File: config.mk
export PLATFORM = sky130hd
export DESIGN_NAME = inj_stream_arbiter
export DESIGN_NICKNAME = d
export VERILOG_FILES = /design/src/rtl/inj_stream_arbiter.sv
export SDC_FILE = /design/constraint.sdc
export NUM_CORES = 1
export LEC_CHECK = 0
export CAP_MARGIN = 5
export CORE_ASPECT_RATIO = 1.2
export CORE_MARGIN = 4
export CORE_UTILIZATION = 38
export CTS_BUF_LIST = sky130_fd_sc_hd__clkbuf_4 sky130_fd_sc_hd__clkbuf_8 sky130_fd_sc_hd__clkbuf_16
export DETAILED_ROUTE_END_ITERATION = 7
export GPL_TIMING_DRIVEN = 0
export MAX_ROUTING_LAYER = met4
export PLACE_DENSITY = 0.77
export SYNTH_ARGS = -nofsm -noshare
export SYNTH_HDL_FRONTEND = slang
export SYNTH_SLANG_ARGS = --single-unit
File: constraint.sdc
create_clock -name clk_i -period 2.63 [get_ports clk_i]
set_input_delay 0.526 -clock clk_i [delete_from_list [all_inputs] [get_ports clk_i]]
set_output_delay 0.526 -clock clk_i [all_outputs]
set_load 0.05 [all_outputs]
File: src/rtl/inj_stream_arbiter.sv
// rtl/inj_stream_arbiter.sv - packet-granular round-robin arbiter onto one injector port
//
// Shares a single injector flit input among NUM_SRC stream sources. A packet is a
// header flit carrying N followed by N payload flits; the grant is locked for
// exactly N+1 transfers and then released for a fresh round-robin scan.
//
// Ports:
//   clk_i         clock
//   rst_ni        asynchronous reset, active-high
//   src_tx_i      per-source flit valid
//   src_data_i    per-source flit, source k at [k*FLIT_SIZE +: FLIT_SIZE]
//   src_credit_o  per-source credit (ready), only the owner can see credit
//   inj_tx_o      flit valid to injector
//   inj_data_o    flit to injector
//   inj_credit_i  injector credit
//   grant_o       one-hot current owner, 0 when idle
//   busy_o        grant held (HEAD or BODY)
module inj_stream_arbiter #(
    parameter int NUM_SRC   = 4,
    parameter int FLIT_SIZE = 32
) (
    input  logic                           clk_i,
    input  logic                           rst_ni,
    input  logic [NUM_SRC-1:0]             src_tx_i,
    input  logic [NUM_SRC*FLIT_SIZE-1:0]   src_data_i,
    output logic [NUM_SRC-1:0]             src_credit_o,
    output logic                           inj_tx_o,
    output logic [FLIT_SIZE-1:0]           inj_data_o,
    input  logic                           inj_credit_i,
    output logic [NUM_SRC-1:0]             grant_o,
    output logic                           busy_o
);

    localparam int PTR_W = (NUM_SRC > 1) ? $clog2(NUM_SRC) : 1;

    typedef enum logic [1:0] {
        IDLE = 2'd0,
        HEAD = 2'd1,
        BODY = 2'd2
    } state_t;

    state_t                 state_q;
    logic [PTR_W-1:0]       ptr_q;
    logic [FLIT_SIZE-1:0]   cnt_q;

    logic                   active;
    logic                   sel_tx;
    logic [FLIT_SIZE-1:0]   sel_data;
    logic                   xfer;

    logic                   req_found;
    logic [PTR_W-1:0]       req_idx;
    logic [PTR_W-1:0]       scan_idx;

    // ptr_q always names the owner while busy, so it doubles as the mux select.
    assign active   = (state_q != IDLE);
    assign sel_tx   = src_tx_i[ptr_q];
    assign sel_data = src_data_i[ptr_q*FLIT_SIZE +: FLIT_SIZE];
    assign xfer     = active && sel_tx && inj_credit_i;

    assign inj_tx_o     = active && sel_tx;
    assign inj_data_o   = active ? sel_data : '0;
    assign src_credit_o = (active && inj_credit_i) ? grant_o : '0;

    // Round-robin scan from ptr+1. Iterating from the far end downward lets the
    // nearest requester overwrite any farther one, giving first-match priority.
    always_comb begin
        req_found = 1'b0;
        req_idx   = ptr_q;
        scan_idx  = ptr_q;
        for (int i = NUM_SRC; i >= 1; i--) begin
            scan_idx = PTR_W'((int'(ptr_q) + i) % NUM_SRC);
            if (src_tx_i[scan_idx]) begin
                req_found = 1'b1;
                req_idx   = scan_idx;
            end
        end
    end

    always_ff @(posedge clk_i or posedge rst_ni) begin
        if (rst_ni) begin
            state_q <= IDLE;
            ptr_q   <= PTR_W'(NUM_SRC - 1);
            cnt_q   <= '0;
            grant_o <= '0;
            busy_o  <= 1'b0;
        end else begin
            case (state_q)
                IDLE: begin
                    if (req_found) begin
                        grant_o <= {{(NUM_SRC-1){1'b0}}, 1'b1} << req_idx;
                        ptr_q   <= req_idx;
                        busy_o  <= 1'b1;
                        state_q <= HEAD;
                    end
                end
                HEAD: begin
                    if (xfer) begin
                        cnt_q <= sel_data;
                        if (sel_data == '0) begin
                            grant_o <= '0;
                            busy_o  <= 1'b0;
                            state_q <= IDLE;
                        end else begin
                            state_q <= BODY;
                        end
                    end
                end
                BODY: begin
                    // Release at 1 so the counter never wraps, even for an
                    // all-ones header.
                    if (xfer) begin
                        cnt_q <= cnt_q - FLIT_SIZE'(1);
                        if (cnt_q == FLIT_SIZE'(1)) begin
                            grant_o <= '0;
                            busy_o  <= 1'b0;
                            state_q <= IDLE;
                        end
                    end
                end
                default: begin
                    grant_o <= '0;
                    busy_o  <= 1'b0;
                    state_q <= IDLE;
                end
            endcase
        end
    end

endmodule
==> summary by stage <==
Worst setup path
In this run the worst path has a maximum fanout of 10. The startpoint type of the worst setup path is a register. The worst reg2reg path endpoint is cnt_q[30]. The data arrival time at the worst-slack endpoint is between 2000 and 2500 ps. Counting cells, the worst reg-to-reg path comes to 8. The start-to-end type of the worst setup path is reg2out. The most critical setup path has its endpoint at inj_data_o[3]. In this run the worst setup path begins at ptr_q[0]. The endpoint class of the critical path is a primary output.

The delay contributed by the slowest stage of the critical path is slightly below 700 ps. Across all register-to-register paths, the minimum setup slack is about 40 ps. Data on the critical path is required at its endpoint by 2100 ps. The startpoint identified for the worst register-to-register timing path is cnt_q[0].

Among all stages on the critical path, the largest delay is contributed by sky130_fd_sc_hd__dfstp_4. The signal on the critical path passes through buf_12, mux4_2, and2_1, buf_2.

Clock tree
The maximum number of buffers from clock root to sink is 2. The number of buffers added to fix hold violations after cts is 0. For this design, the sink count on the clock tree is 41.

The clock root buffer master is sky130_fd_sc_hd__clkbuf_16. The number of levels the H-tree was split into is 2. The number of buffers created by CTS is 5. After clock tree synthesis, the clock-pin slew on the worst setup and hold paths is approximately 60 ps.

The CTS tree is done. The clock latency of the later-clocked register in the worst-skew pair is 290 ps.

Floorplanning
The area of the placeable core is 9613 um^2. The floorplan step set the die width to 98.82 um. The initial utilization of the core area, before any placement, comes to 0.3913. During I/O placement, the number of pins put on the boundary was between 150 and 200. The floorplan has 39 rows. The floorplan die height is 117.0 um. The die area is 11,560 um^2.

Route
The remaining antenna violation count is 0. After detailed routing, the total wire length is 16.72 mm. The top metal layer carrying routed signals is met4. Summed over all nets, wire length on met3 after detailed routing comes to about 1.7 mm.

The violation count after the first detailed-route iteration is 505. The number of optimization iterations in the first detailed-route pass is 6. The total via count in the routed design is 4,681. For this block, wires on met1 add up to 6.085 mm. The met2 wire length is 8.069 mm.

In the routed design, unresolved DRC markers number 0. After detailed routing, the average wire length per cell comes to roughly 22 um. The ratio of routed vias to standard cells is 6.233.

Power and ir drop
The worst voltage drop across the vdd grid is around 870 uV. The power per unit of standard cell area is 1312 nW/um^2. The static leakage is 2.414 nW. Power comes to 8.040 mW.

Synth
The number of synthesized flops with an enable pin is 0. The synthesized net count is 550. The per-instance average area after synthesis is 9.107 um^2. The adder-cell share of the synthesized area is 0.006653. The most common flop cell mapped by yosys is sky130_fd_sc_hd__dfrtp_1. The synthesized netlist contains 58 unique library cells. The simple-gate portion of the synthesized area is 0.2562. The synthesized netlist cell count is 413.

The synthesized netlist occupies a cell area of 3761 um^2. For this run, asynchronously set or reset flops after synthesis account for 1.000. The synthesized design contains 41 register bits.

The fraction of the mapped netlist area in compound gates is 0.2152. By area, the combinational part of the netlist is dominated by simple AND/OR/NAND/NOR gates. The warning count from the yosys run is 0.

Of the post-synthesis cell area, the part taken by muxes is 0.2003. The share of the synthesized netlist area taken by xor and xnor gates is 0. The sequential area share after synthesis is 0.2735.

STA
The aggregate negative setup slack is -115.8 ps. In this run the tightest slew margin relative to its limit is 0.4214. The worst-margin pin slew is 866.7 ps. The hold violation total from the final report is 0. The maximum frequency from static timing analysis is 370.8 MHz. The final critical-path setup slack is -66.64 ps. The number of slew-limit violations in the final report is 0. Setup violations remaining at the end of the flow were counted as 5.

Counting I/O delays and the setup requirement, the final critical path takes 2697 ps. The worst clock skew is 4.861 ps. Setup repair after global routing could not meet its margin everywhere. The ratio of final minimum period to clock period is 1.025.

Finish
The final non-filler cell area is between 6000 and 7000 um^2. The number of nets in the layout is about 760. The number of antenna diodes in the final layout is 0. In the layout the commonest cells are 138 x sky130_fd_sc_hd__clkdlybuf4s50_1, 38 x sky130_fd_sc_hd__nor2_1, 38 x sky130_fd_sc_hd__dfrtp_1.

The fraction of layout instances using a drive strength above 1 is 0.2452. The library cell used most frequently in the layout, excluding fill and tap cells, is sky130_fd_sc_hd__clkdlybuf4s50_1. From synthesis to final layout, the design area changed by 62.87%.

Placed design
Once placement finished, the instance area stood at 5677 um^2. The number of buffers inserted by port buffering is 176. Summed over all nets, the half-perimeter wirelength after detailed placement is 13.02 mm.

Timing analysis after detailed placement gives a worst setup slack of -678.2 ps. At the end of routability-driven placement, the weighted congestion stood at 0.9266.

GRT
The final global-route overflow total is 0. The pin count of the biggest net entering global routing is 42. The combined global-route utilization of all metal layers is 0.2840. The initial antenna violation count was 0. The via count of the first global-routing pass is between 4,000 and 5,000. The first global-routing pass estimated between 20 and 25 mm of wire.

Flow run
Across the run, the number of max-cap violations was 0.

Worst hold path
The cell depth of the worst hold path is 1. In this run the worst hold path is classified as reg2reg.

Run status
The run finished, with violations left. The final reports fail on negative setup slack.
repair_timing:
item	CTS	global route
setup buffers	10	24
gates resized for setup	200	31
gates cloned	0	0
pin swaps	1	8
endpoints found under the hold margin	0	0
setup endpoints to repair	75	54
worst max-delay path: cells and delay by family, from the launching register on:
family | cells | cell delay, ps
buf+inv | 2 | 370
flops | 1 | 680
mux | 1 | 600
simple gates | 1 | 210
worst min path at each step:
stage,start,slack (ps),to
2_1_floorplan,cnt_q[31],460,cnt_q[31]
3_3_place_gp,cnt_q[31],480,cnt_q[31]
3_5_place_dp,cnt_q[12],500,cnt_q[12]
4_1_cts,cnt_q[12],510,cnt_q[12]
5_1_grt,cnt_q[15],550,cnt_q[15]
6_report,cnt_q[12],520,cnt_q[12]
power by group:
part	internal [mW]	total [mW]	switching [mW]
sequential	0.969	1.38	0.409
clock	0.474	0.737	0.263
combinational	2.32	5.92	3.61
sequential cells by signal, indices dropped and copies added (netlist names):
| name | flops |
|---|---|
| state_q | 2 |
| ptr_q | 2 |
| busy_o | 1 |
| grant_o | 4 |
| cnt_q | 32 |
Yosys cell counts, types with 5 or more instances:
master / instances / share of area
sky130_fd_sc_hd__nor2_1: 39 / 0.039
sky130_fd_sc_hd__o22a_1: 10 / 0.023
sky130_fd_sc_hd__o21a_1: 7 / 0.014
sky130_fd_sc_hd__a31oi_1: 9 / 0.015
sky130_fd_sc_hd__a21oi_1: 31 / 0.041
sky130_fd_sc_hd__o21ai_1: 20 / 0.027
sky130_fd_sc_hd__nor3_1: 9 / 0.012
sky130_fd_sc_hd__inv_1: 9 / 0.0090
sky130_fd_sc_hd__and3_1: 6 / 0.010
sky130_fd_sc_hd__or4_1: 5 / 0.010
sky130_fd_sc_hd__buf_2: 7 / 0.0093
sky130_fd_sc_hd__dfrtp_1: 39 / 0.26
sky130_fd_sc_hd__clkbuf_1: 27 / 0.027
sky130_fd_sc_hd__and2_1: 34 / 0.057
sky130_fd_sc_hd__nand2_1: 22 / 0.022
sky130_fd_sc_hd__nor4_1: 13 / 0.022
sky130_fd_sc_hd__mux4_2: 33 / 0.20
sky130_fd_sc_hd__o221ai_1: 7 / 0.016
sky130_fd_sc_hd__o21ai_0: 8 / 0.011
sky130_fd_sc_hd__nand3_1: 5 / 0.0067
sky130_fd_sc_hd__nand4_1: 5 / 0.0083
layout make-up:
type | count | area, um^2
Clock inverter | 2 | 37.54
Inverter | 9 | 33.78
Buffer | 32 | 217.7
Timing Repair Buffer | 210 | 1884
Clock buffer | 6 | 138.9
Sequential cell | 41 | 1033
Fill cell | 764 | 3487
Multi-Input combinational cell | 328 | 2626
Tap cell | 123 | 153.9
metrics by stage:
| stage | instances | util | hold slack [ps] |
|---|---|---|---|
| floorplan | 413 | - | 456.6 |
| global placement | 712 | 0.5905 | 481.5 |
| detailed placement | 712 | 0.5905 | 496.7 |
| CTS | 728 | 0.6106 | 510.0 |
| global route | 751 | 0.6373 | 547.4 |
| finish | 751 | 0.6373 | 518.3 |
per-layer routing:
metal  global-route usage  up-vias
met5                    -        -
met4               0.1403        0
met3              0.04505       70
met2               0.4583      351
met1               0.3487     2234
li1                     -     2026
cells by family (layout without fill, tap and decap cells):
family          after synthesis  in the layout
buf+inv                      44            259
fa+ha+maj                     2              2
simple gates                169            169
flops                        41             41
mux                          34             34
compound gates              123            123
(Power assumes the default switching activity.)
